File: config.mk
export PLATFORM = sky130hd
export DESIGN_NAME = if_fetch_unit
export DESIGN_NICKNAME = d
export VERILOG_FILES = /design/src/rtl/if_fetch_unit.sv
export SDC_FILE = /design/constraint.sdc
export NUM_CORES = 1
export LEC_CHECK = 0
export CAP_MARGIN = 40
export CORE_MARGIN = 2
export CORE_UTILIZATION = 47
export CTS_BUF_LIST = sky130_fd_sc_hd__clkbuf_8
export DETAILED_ROUTE_END_ITERATION = 16
export GPL_TIMING_DRIVEN = 0
export PLACE_DENSITY = 0.75
export SLEW_MARGIN = 5
export SYNTH_ARGS = -nofsm -noshare
export SYNTH_HDL_FRONTEND = slang
export SYNTH_SLANG_ARGS = --single-unit
File: constraint.sdc
create_clock -name clk -period 8.9 [get_ports clk]
set_input_delay 2.67 -clock clk [delete_from_list [all_inputs] [get_ports clk]]
set_output_delay 2.67 -clock clk [all_outputs]
set_load 0.01 [all_outputs]
File: src/rtl/if_fetch_unit.sv
// Instruction fetch unit: issues in-order imem reads for the current PC,
// pairs each returned word with its PC and queues the pairs for decode.
// Optional feature macro: MISALIGN_TRAP_EN (misaligned PCs produce a faulting
// NOP entry instead of a memory request).
module if_fetch_unit #(
   parameter int DEPTH   = 2,
   parameter int MAX_LAT = 4
) (
   input  logic        clk,
   input  logic        rst,
   input  logic [31:0] pc,
   input  logic        flush,
   output logic        pc_stall,
   output logic        imem_req,
   output logic [31:0] imem_addr,
   input  logic        imem_gnt,
   input  logic        imem_rvalid,
   input  logic [31:0] imem_rdata,
   output logic        instr_valid,
   output logic [31:0] instr,
   output logic [31:0] instr_pc,
   output logic        instr_fault,
   input  logic        decode_ready
);

   localparam int AW = (DEPTH > 1) ? $clog2(DEPTH) : 1;
   localparam int CW = $clog2(DEPTH + MAX_LAT + 1);
   localparam logic [CW-1:0] DEPTH_C = CW'(DEPTH);
   localparam logic [31:0] NOP = 32'h0000_0013;

   logic          rst_q;
   logic [CW-1:0] outstanding;
   logic [CW-1:0] kill;
   logic [CW-1:0] occ;
   logic [CW-1:0] pcq_cnt;
   logic [AW-1:0] pcq_wr;
   logic [AW-1:0] pcq_rd;
   logic [AW-1:0] f_wr;
   logic [AW-1:0] f_rd;
   logic [31:0]   pcq_mem [DEPTH];
   logic [31:0]   f_instr [DEPTH];
   logic [31:0]   f_pc    [DEPTH];
   logic          f_fault [DEPTH];

   logic          hold;
   logic [CW:0]   inflight;
   logic          credit;
   logic          mis;
   logic          trap_push;
   logic          fire;
   logic          resp_ok;
   logic          resp_accept;
   logic          f_push;
   logic          f_pop;
   logic [31:0]   f_push_instr;
   logic [31:0]   f_push_pc;
   logic          f_push_fault;

   // Request credit, stall, response qualification and registered-head outputs
   always_comb begin
      hold     = rst | rst_q;
      inflight = {1'b0, occ} + {1'b0, outstanding};
      credit   = inflight < {1'b0, DEPTH_C};
`ifdef MISALIGN_TRAP_EN
      mis      = (pc[1:0] != 2'b00);
`else
      mis      = 1'b0;
`endif
      imem_req    = !hold && !flush && credit && !mis;
      // A trap entry waits for the PC queue to drain so it cannot overtake
      // older responses still in flight.
      trap_push   = !hold && !flush && credit && mis && (pcq_cnt == '0);
      fire        = imem_req && imem_gnt;
      pc_stall    = !(fire || trap_push);
      imem_addr   = hold ? 32'h0 : {pc[31:2], 2'b00};

      resp_ok      = imem_rvalid && (outstanding != '0);
      resp_accept  = resp_ok && (kill == '0) && !flush && !rst;
      f_push       = resp_accept || trap_push;
      f_push_instr = resp_accept ? imem_rdata : NOP;
      f_push_pc    = resp_accept ? pcq_mem[pcq_rd] : pc;
      f_push_fault = trap_push;

      instr_valid = !rst && (occ != '0);
      instr       = instr_valid ? f_instr[f_rd] : 32'h0;
      instr_pc    = instr_valid ? f_pc[f_rd]    : 32'h0;
      instr_fault = instr_valid && f_fault[f_rd];
      f_pop       = instr_valid && decode_ready;
   end

   // Outputs stay quiet for one extra cycle after reset is released
   always_ff @(posedge clk) begin
      rst_q <= rst;
   end

   // Counters and queue pointers; flush drops queued work and arms the kill count
   always_ff @(posedge clk) begin
      if (rst) begin
         outstanding <= '0;
         kill        <= '0;
         occ         <= '0;
         pcq_cnt     <= '0;
         pcq_wr      <= '0;
         pcq_rd      <= '0;
         f_wr        <= '0;
         f_rd        <= '0;
      end else if (flush) begin
         // Every request still owed a response must be dropped; a response
         // arriving right now is already accounted for.
         outstanding <= outstanding - CW'(resp_ok);
         kill        <= outstanding - CW'(resp_ok);
         occ         <= '0;
         pcq_cnt     <= '0;
         pcq_wr      <= '0;
         pcq_rd      <= '0;
         f_wr        <= '0;
         f_rd        <= '0;
      end else begin
         outstanding <= outstanding + CW'(fire) - CW'(resp_ok);
         if (resp_ok && (kill != '0))
            kill <= kill - CW'(1);
         if (fire)
            pcq_wr <= pcq_wr + AW'(1);
         if (resp_accept)
            pcq_rd <= pcq_rd + AW'(1);
         pcq_cnt <= pcq_cnt + CW'(fire) - CW'(resp_accept);
         if (f_push)
            f_wr <= f_wr + AW'(1);
         if (f_pop)
            f_rd <= f_rd + AW'(1);
         occ <= occ + CW'(f_push) - CW'(f_pop);
      end
   end

   // Queue storage; entries are only meaningful between the pointers
   always_ff @(posedge clk) begin
      if (fire)
         pcq_mem[pcq_wr] <= {pc[31:2], 2'b00};
      if (f_push) begin
         f_instr[f_wr] <= f_push_instr;
         f_pc[f_wr]    <= f_push_pc;
         f_fault[f_wr] <= f_push_fault;
      end
   end

   a_no_overflow: assert property (@(posedge clk) disable iff (rst)
      !(f_push && !f_pop && (occ == DEPTH_C)));

   a_no_orphan_rsp: assert property (@(posedge clk) disable iff (rst)
      !(imem_rvalid && (outstanding == '0)));

endmodule
* Word level (Yosys, flattened, before mapping)
Memory sizes are Yosys's and may differ from the RTL's. A register that Yosys moved wholly into a read port is not among the register bits.
Index checks and enable logic that the tools add are counted.
** Storage, ports and cells
- Memories :: 3
- Word-level logic and storage cells :: 63
- Output and inout port bits :: 100
- Input bits :: 70
- Bits in writable memories :: 188
- Register bits :: 14
** Memories
- f_instr :: words 2, bits a word 32, read ports 1, clocked after Yosys merged registers in 1, write ports 1, line 41 : logic [31:0] f_instr [DEPTH];
- f_pc :: words 2, bits a word 32, read ports 1, clocked after Yosys merged registers in 1, write ports 1, line 42 : logic [31:0] f_pc [DEPTH];
- pcq_mem :: words 2, bits a word 30, read ports 1, clocked after Yosys merged registers in 1, write ports 1, line 40 : logic [31:0] pcq_mem [DEPTH];
** Cells by class
- Magnitude comparators :: 1
- Mux-type cells :: 18
- Add/sub/neg operators :: 11
- Reduce and logical (&&, ||, !) cells :: 21
- Bitwise operators :: 1
** Operators with widths (count)
- 2-to-1 mux 32 bit :: 5
- logical AND 1 bit :: 10
- 2-to-1 mux 1 bit :: 10
- 2-to-1 mux 3 bit :: 3
- nonzero test 3 bit :: 3
- subtractor 3 x 1 -> 3 bit :: 3
- adder 3 x 1 -> 3 bit :: 2
- adder 1 bit (second input constant) :: 4
- adder 3 x 3 -> 4 bit :: 1
- logical NOT 1 bit :: 4
- < comparator 4 x 2 -> 1 bit (second input constant) :: 1
- logical NOT 3 bit :: 1
- subtractor 3 x 1 -> 3 bit (second input constant) :: 1
- nonzero test 2 bit :: 1
- OR reduction 2 bit :: 1
- logical AND 1 bit (second input constant) :: 1
- OR 1 bit :: 1

* Longest topological paths before layout
Gate-level depths: netlist (run 1).
- Depth in word-level cells :: 8
- Mapped depth :: 14
- Depth with buffers taken out :: 12

* Worst setup path before layout (run 1)
Ideal clock, no wire load.
- Path type :: input -> register
- Start :: input port imem_rvalid
- End :: memory f_instr[0][0] (enable)
- Cell stages on the path :: 6
- Arrival :: 6062 ps
- Library setup time :: 487 ps
- Slack :: 2351 ps
- Buffers on the path :: 2
- Data required time :: 8413 ps
- Path through :: o31a_1 -> and3_1 -> buf_6 -> inv_6 -> buf_4 -> nor2_1
** Between the ends
- Word-level cells in the longest chain between the ends :: 6
** Ends and longest elaborated chain
- start: declaration :: line 17 : input logic imem_rvalid,
- logical AND 1 bit :: line 77 : resp_ok = imem_rvalid && (outstanding != '0);
- logical AND 1 bit (3 in series) :: line 78 : resp_accept = resp_ok && (kill == '0) && !flush && !rst;
- 2-to-1 mux 1 bit :: line 139 : if (f_push) begin
- 2-to-1 mux 1 bit
- end: declaration :: line 41
No other way between the ends.

* Worst setup path after layout (run 1)
- Start :: input port rst
- End :: output port imem_addr[7]
** Between the ends
- Word-level cells in the longest chain between the ends :: 2
** Ends and longest elaborated chain
- start: declaration :: line 10 : input logic rst,
- OR 1 bit :: line 61 : hold = rst | rst_q;
- 2-to-1 mux 32 bit :: line 75 : imem_addr = hold ? 32'h0 : {pc[31:2], 2'b00};
- end: declaration :: line 15 : output logic [31:0] imem_addr,
No other way between the ends.

==> results of run 1 <==
registers in the layout (all words and copies together) (netlist names), named ones only:
register     flops
outstanding      3
rst_q            1
occ              3
f_instr         64
f_pc            64
f_rd             1
f_wr             1
pcq_rd           1
pcq_wr           1
kill             3
pcq_mem         60
cells in the final DEF, fill, tap and decap left out, types with 10 or more instances in the layout:
| cell type | n |
|---|---|
| o21ai_2 | 10 |
| and2_1 | 64 |
| clkdlybuf4s50_1 | 166 |
| nor2_1 | 68 |
| edfxtp_1 | 188 |
| o21ai_0 | 24 |
| inv_1 | 22 |
| nand2_1 | 37 |
| mux2i_1 | 96 |
| clkbuf_8 | 36 |
| dfxtp_1 | 16 |
| clkbuf_1 | 13 |
kinds of logic (layout without fill, tap and decap cells):
| family | Yosys count | in the layout |
|---|---|---|
| AO/OA/AOI/OAI | 44 | 44 |
| XOR/XNOR | 8 | 8 |
| adder cells (fa/ha/maj) | 12 | 12 |
| buffers and inverters | 47 | 278 |
| flip-flops | 204 | 204 |
| multiplexers | 96 | 96 |
| other | 1 | 3 |
| AND/OR/NAND/NOR | 192 | 192 |
through the flow:
step | util (%) | instances | hold WS [ns] | area (um^2)
3_5_place_dp | 59.8 | 1006 | 0.472 | 10700
2_1_floorplan | - | 606 | 0.439 | 8630
5_1_grt | 63.1 | 1066 | 0.513 | 11300
6_report | 63.1 | 1066 | 0.492 | 11300
4_1_cts | 63.1 | 1066 | 0.485 | 11300
3_3_place_gp | 58.9 | 1001 | 0.458 | 10600
critical path, cell delays in order:
cell and delay [ns]:
clkdlybuf4s50_1 0.49, clkbuf_1 0.26, nor2_1 0.39, clkbuf_1 0.51, and2_1 0.21, clkdlybuf4s50_1 0.54
power by group through the flow:
stage	clock network (mW)	registers, mW	logic (mW)
floorplan	0	1.12	0.137
global placement	0	1.12	0.220
finish	0.720	1.10	0.238
global route	0.788	1.10	0.263
CTS	0.739	1.10	0.241
detailed placement	0	1.12	0.238
layout make-up:
type	count	area [um^2]	share of cell area [%]
buffer	37	200	1.77
tap	229	287	2.53
timing repair buffer	171	1790	15.8
clock inverter	24	103	0.905
inverter	10	42.5	0.375
sequential	204	5970	52.6
multi-input combinational	355	2450	21.6
clock buffer	36	495	4.37
worst min-delay path by stage:
stage	endpoint	from
6_report	flip-flop	pcq_rd
3_3_place_gp	pcq_rd	pcq_rd
5_1_grt	flip-flop	pcq_rd
4_1_cts	flip-flop	pcq_rd
2_1_floorplan	flip-flop	pcq_rd
3_5_place_dp	flip-flop	pcq_rd
routing by layer:
layer / global-route usage [%] / vias to the layer above / part of all wire [%]
li1: - / 2576 / -
met5: 0 / - / 0
met2: 33.3 / 175 / 51
met1: 23.1 / 2585 / 40
met3: 3.92 / 39 / 6.4
met4: 6.38 / 0 / 2.4
==> out/qor.txt, run 1 <==
Crit path to - imem_addr[7]
Worst hold path class - reg -> reg
Post-synthesis mux area share - 11.1%
Net switching power - 482 uW
Vias per cell - 5.04
Bufs on Longest Clock Path - 3
PD cells - 182 nW/um^2
Largest net degree at the start of global routing - 63
DRT iter0 DRCs - 274
Die footprint - 19400 um^2
Combinational power share - 11.6%
Max Clock Freq - 129 MHz
CP required - 6.23 ns
Antenna violations before repair - 0
Netlist cell types - 39
Clock Tree Root - clkbuf_8
Max Fanout on Critical Path - 10
Largest family of logic cells by synthesized area - multiplexers
Setup Fix Bufs, Post-CTS - 0
Core area - 18000 um^2
Synth Area in Adders - 2.00%
Place WS - 1.08 ns
Setup CP Type - in -> out
Number of max-cap violations - 0
Relative slew slack - 46.8%
Detailed-route wire length per cell - 17.0 um
CTS H-tree lvls - 2
Post-synth EDFFs - 188
PortBufs - 166
Register share of total power - 53.5%
Synth Area in Simple Gates - 10.7%
Synth Area in XOR/XNOR - 0.812%
Flip-flop and latch count after synthesis - 204
Final setup vio count - 0
Clk slew on worst S/H paths - 0.06 ns
Residual DRC - 0
Critical path launch point type - primary input
Status - finished clean
R2R Setup Slk - 5.67 ns
Worst EP arrival - 5.09 ns
Post-Synthesis Cell Area - 8620 um^2
Fin. max-slew vios - 0
CTS Buf Count - 34
Final-stage net count - 895
R2r worst-path depth - 12
Cts hold-fix bufs - 0
Synth Area in Compound Gates - 3.31%
Worst setup margin - 1.15 ns
First-pass iteration count of the detailed router - 4
I/O Pins - 170
Syn Inst Count - 604
Int Power - 1.58 mW
Avg Cell Area, Syn - 14.3 um^2
Clock Latency Late Sink - 0.50 ns
Top post-synthesis cells by area - edfxtp_1 65%, mux2i_1 11%, and2_1 4.7%
Post-synth top area share - 65.5%
Die height - 139 um
Count leader, synth - edfxtp_1
Synth Warn # - 0
Grt total ovfl - 0
Final WL - 18100 um
Largest area contributor in the netlist - edfxtp_1
FILL cells - 1360
CP Capture Type - primary output
R2r endpoint - outstanding[2]
RSZ-0062 raised after global routing - false
Sw Ratio - 23.4%
Sequential area share after synthesis - 69.2%
Die width - 139 um
Worst Hold Depth - 1
Post-CTS sizing - 0
Leakage - 3.85 nW
Setup Skew - 0.0172 ns
Ant diodes - 0
Top cells by count, synth - 188 x edfxtp_1, 96 x mux2i_1, 71 x nor2_1
Crit share post-route - 87.1%
Final min period - 7.76 ns
IR Drop Worst-Case VDD - 0.000129 V
Synth Flop Type - edfxtp_1
Worst Setup SP - rst
Initial Utilization - 48.0%
Sum Neg Setup Slack - 0 ns
Clock Sinks - 204
Final ANT Viol Nets - 0
Layout cells sized above 1 - 10.2%
DP HPWL - 12600 um
Worst Max-Slew Pin Slew - 0.798 ns
Power, Total - 2.06 mW
Worst flop-to-flop path startpoint - outstanding[1]
Vias in the first global route - 5699
FP Rows - 49
Area growth from synthesis to layout - 31.4%
CTS tree - done
Final RePlAce weighted congestion - 0.758
Vias post-DR - 5375
GRT Total Usage - 18.8%
Fin. Hold Viols - 0
Clock Power Share - 35.0%
Asr flop ratio synth - 0%
First-pass GRT wire length - 28900 um
No activity file was read; power rests on OpenSTA's default activity.
==> run 2: changes to the inputs <==
--- a/config.mk
+++ b/config.mk
@@ -9,6 +9,7 @@
 export CORE_MARGIN = 2
 export CORE_UTILIZATION = 47
 export CTS_BUF_LIST = sky130_fd_sc_hd__clkbuf_8
+export CTS_CLUSTER_SIZE = 8
 export DETAILED_ROUTE_END_ITERATION = 16
 export GPL_TIMING_DRIVEN = 0
 export PLACE_DENSITY = 0.75
==> out/qor.txt, run 2 (same netlist as run 1, synthesis figures left out) <==
Most common cell after layout, fill and taps aside - edfxtp_1
Detailed-route wire length per cell - 17.1 um (+0.55%)
Vias in the first global route - 5644 (-0.97%)
First-pass iteration count of the detailed router - 5 (+1)
Fin. max-slew vios - 0 (unchanged)
Clock Power Share - 36.0% (+1.0 points)
Max Fanout on Critical Path - 10 (unchanged)
Status - finished clean
Setup Fix Bufs, Post-CTS - 0 (unchanged)
Vias post-DR - 5332 (-0.80%)
Ant diodes - 0 (unchanged)
Number of max-cap violations - 0 (unchanged)
Layout cells sized above 1 - 9.83% (-0.32 points)
Int Power - 1.61 mW (+2.4%)
Final ANT Viol Nets - 0 (unchanged)
Worst hold path class - reg -> reg
Most frequent cells in the layout - 188 x edfxtp_1, 166 x clkdlybuf4s50_1, 96 x mux2i_1
Met1 global-route usage - 23.3% (+0.20 points)
Critical path launch point type - primary input
Setup CP Type - in -> out
Largest net degree at the start of global routing - 63 (unchanged)
Die width - 139 um (unchanged)
Final WL - 18200 um (+0.27%)
PortBufs - 166 (unchanged)
Die height - 139 um (unchanged)
DRT iter0 DRCs - 265 (-3.3%)
Final RePlAce weighted congestion - 0.758 (unchanged)
Max Clock Freq - 129 MHz (about the same)
Grt total ovfl - 0 (unchanged)
CTS Buf Count - 34 (unchanged)
Layer with the highest usage - met2
RSZ-0062 raised after global routing - false
Clk slew on worst S/H paths - 0.06 ns (about the same)
Leakage - 3.86 nW (+0.12%)
Power, Total - 2.09 mW (+1.6%)
Register share of total power - 52.6% (-0.9 points)
First-pass GRT wire length - 28900 um (-0.12%)
Final min period - 7.75 ns (-0.00267 ns)
FP Rows - 49 (unchanged)
CTS tree - done
DP HPWL - 12600 um (unchanged)
GRT Total Usage - 18.8% (+0.020 points)
Worst Max-Slew Pin Slew - 0.784 ns (-0.0135 ns)
Core area - 18000 um^2 (unchanged)
Clock Latency Late Sink - 0.50 ns (about the same)
Residual DRC - 0 (unchanged)
Final setup vio count - 0 (unchanged)
Final-stage net count - 895 (unchanged)
Cts hold-fix bufs - 0 (unchanged)
Worst EP arrival - 5.08 ns (about the same)
Bufs on Longest Clock Path - 3 (unchanged)
Fin. Hold Viols - 0 (unchanged)
Biggest registers after layout - f_instr (64), f_pc (64), pcq_mem (60)
Initial Utilization - 48.0% (unchanged)
Relative slew slack - 47.7% (+0.90 points)
Sw Ratio - 22.9% (-0.56 points)
PD cells - 184 nW/um^2 (+1.4%)
Met3 Track Usage GR - 4.16% (+0.24 points)
Clock Sinks - 204 (unchanged)
Combinational power share - 11.4% (-0.2 points)
Antenna violations before repair - 0 (unchanged)
CP Capture Type - primary output
IR Drop Worst-Case VDD - 0.000105 V (-18%)
I/O Pins - 170 (unchanged)
Post-CTS sizing - 0 (unchanged)
Area growth from synthesis to layout - 31.7%
Die footprint - 19400 um^2 (unchanged)
Crit share post-route - 87.1% (about the same)
CP required - 6.23 ns (about the same)
Net switching power - 478 uW (-0.82%)
Sum Neg Setup Slack - 0 ns (unchanged)
Setup Skew - 0.0119 ns (-0.00526 ns)
GRT met2 Usage - 32.8% (-0.46 points)
Clock Tree Root - clkbuf_8
CTS H-tree lvls - 2 (unchanged)
Vias per cell - 5.02 (-0.52%)
## run 2: area by class of cell
class | count | area (um^2)
plain buffers | 37 | 200
clock buffers | 41 | 564
clock inverters | 16 | 60.1
fillers | 1347 | 6600
inverters | 10 | 42.5
multi-input cells | 355 | 2450
flip-flops and latches | 204 | 5970
well taps | 229 | 287
repair buffers | 171 | 1790
## run 2: path summary, 6_finish.rpt
path | from | end | slack (ns) | cells past startpoint
max | rst | imem_addr[7] | 1.15 | 6
min | pcq_rd | flip-flop | 0.49 | 1
max reg2reg | outstanding[1] | outstanding[2] | 5.69 | 12
min reg2reg | pcq_rd | flip-flop | 0.49 | 1
## run 2: per-stage QoR
step	cells	setup WS [ns]	instance area (um^2)	utilization, %	hold WS (ns)
floorplan	606	2.35	8630	-	0.439
global placement	1001	0.0874	10600	58.9	0.458
detailed placement	1006	1.08	10700	59.8	0.472
CTS	1063	1.08	11400	63.2	0.485
global route	1063	1.00	11400	63.2	0.514
finish	1063	1.15	11400	63.2	0.487
## run 2: power groups by stage
| stage | clock network (mW) | logic (mW) | registers (mW) |
|---|---|---|---|
| after floorplan | 0 | 0.137 | 1.12 |
| after global placement | 0 | 0.220 | 1.12 |
| after detailed placement | 0 | 0.238 | 1.12 |
| after CTS | 0.772 | 0.241 | 1.10 |
| after global routing | 0.817 | 0.264 | 1.10 |
| final | 0.754 | 0.238 | 1.10 |
## run 2: worst max-delay path, cell delays in order
cell and delay (ns):
clkdlybuf4s50_1 0.49, clkbuf_1 0.25, nor2_1 0.38, clkbuf_1 0.53, and2_1 0.21, clkdlybuf4s50_1 0.54
## run 2: layer usage
metal  vias to the layer above  share of wire, %
met4                         0               2.2
li1                       2571                 -
met5                         -                 0
met1                      2583                42
met3                        32               5.3
met2                       146                50
==> RTL change (settings of run 2) <==
`MAX_LAT`: 4 -> 16.
--- a/src/rtl/if_fetch_unit.sv
+++ b/src/rtl/if_fetch_unit.sv
@@ -4,7 +4,7 @@
 // NOP entry instead of a memory request).
 module if_fetch_unit #(
    parameter int DEPTH   = 2,
-   parameter int MAX_LAT = 4
+   parameter int MAX_LAT = 16
 ) (
    input  logic        clk,
    input  logic        rst,
Formal check against the unedited RTL: same outputs for any inputs over 4 cycles, from zero or initial values and one cycle with rst high; that may be too few to reach the edited logic, so the function may still have changed.
==> RTL change against run 2 <==
Synthesized area grew 7.0%; sequential cell count is 6 higher; wire length rose by 6.4%; critical path depth stayed put; design area grew 5.5%; core utilization is 1.2 points lower; setup slack got worse by 0.076 ns.
Power is not compared: it rests on default switching activity, and its combinational part moved more than twofold at a synthesized area within 25%.
==> RTL change: results (changes against run 2) <==
placed_design:
  finalWeightedCongestion: 0.8129  # +7.2%
  dp_cells: 1110  # +10%
  dp_slack_ns: 1.126  # +0.04086 ns
  dp_hpwl_um: 13040  # +3.3%
  placed_cell_area_um2: 11330  # +5.6%
drt:
  drt_iter0_markers: 329  # +24%
  wl_met2_um: 9438  # +2.9%
  drt-total-wl_um: 19360  # +6.4%
  met3_length_um: 1156  # +19%
  viasPerCell: 4.940  # -1.5%
run_status:
  status: "finished, final reports clean"
grt:
  grt_max_degree: 38  # -40%
  grt_pass1_vias: 5757  # +2.0%
  met3_usage_pct: 3.742  # -0.42 points
critical_path:
  arrival_ns: 5.16  # +0.08 ns
  reg2regPathDepth: 13  # +1
  cp_slowest_cell: "nor4b_2"
  r2r-end: "outstanding[4]"
timing:
  fin_worst_skew_ns: 0.01322  # +0.001316 ns
  whs_ns: 0.5180  # +0.03129 ns
final_layout:
  nNetsFinal: 974  # +8.8%
  drive_gt1_share_pct: 11.14  # +1.3 points
  nFillCells: 1481  # +9.9%
cts:
  cts_inserted_buffers: 35  # +2.9%
synthesis:
  synth_area_leaders: "edfxtp_1 (61%), mux2i_1 (11%), dfxtp_1 (4.8%)"
  syn_inst: 673  # +11%
  synth_commonest_cells: "edfxtp_1 (188), mux2i_1 (97), nor2_1 (82)"
  yosysUniqueCellTypes: 45  # +15%
min_path:
  min_path_cells: 2  # +1
  hp-start: "f_rd"
RTL change: cell count changes in the layout (fill, tap and decap cells not counted), sizes merged, moves of 3 or more:
| cell | run 2 | this run |
|---|---|---|
| nor3b | 1 | 5 |
| dfxtp | 16 | 22 |
| ha | 9 | 19 |
| mux2 | 0 | 3 |
| a21oi | 2 | 7 |
| or2 | 1 | 5 |
| nor4b | 0 | 4 |
| nor2 | 72 | 83 |
| inv | 22 | 38 |
RTL change: worst min-delay path, delay by kind of cell, from the launching register on:
family	cells	cell delay, ns
xor gates and xnor gates	1	0.08
DFF	1	0.33
and+or+nand+nor	1	0.08
RTL change: final cells by class:
type | instances | area (um^2) | share of cell area, %
inverters | 20 | 76.32 | 0.6367
flip-flops and latches | 210 | 6086 | 50.77
well taps | 265 | 331.6 | 2.766
clock buffers | 41 | 564.3 | 4.708
repair buffers | 170 | 1749 | 14.59
clock inverters | 21 | 87.58 | 0.7307
plain buffers | 39 | 198.9 | 1.660
multi-input cells | 406 | 2893 | 24.13
RTL change: logic make-up after synthesis:
logic type                 synth area share [%]
and+or+nand+nor                           11.76
DFF                                       65.95
muxes                                     10.89
buffers and inverters                     2.983
AOI/OAI and AO/OA                         4.014
adders and majority gates                 3.227
xor gates and xnor gates                  1.139
other                                   0.04064
RTL change: worst max-delay path by stage:
stage / start / end / slack, ns / cells after the start
after floorplan: flush / f_instr[0][0] / 2.31 / 5
after global placement: imem_rvalid / f_pc[0][9] / -0.13 / 6
after detailed placement: rst / pc_stall / 1.13 / 6
after CTS: rst / pc_stall / 1.12 / 6
after global routing: rst / pc_stall / 0.92 / 6
final: rst / pc_stall / 1.07 / 6
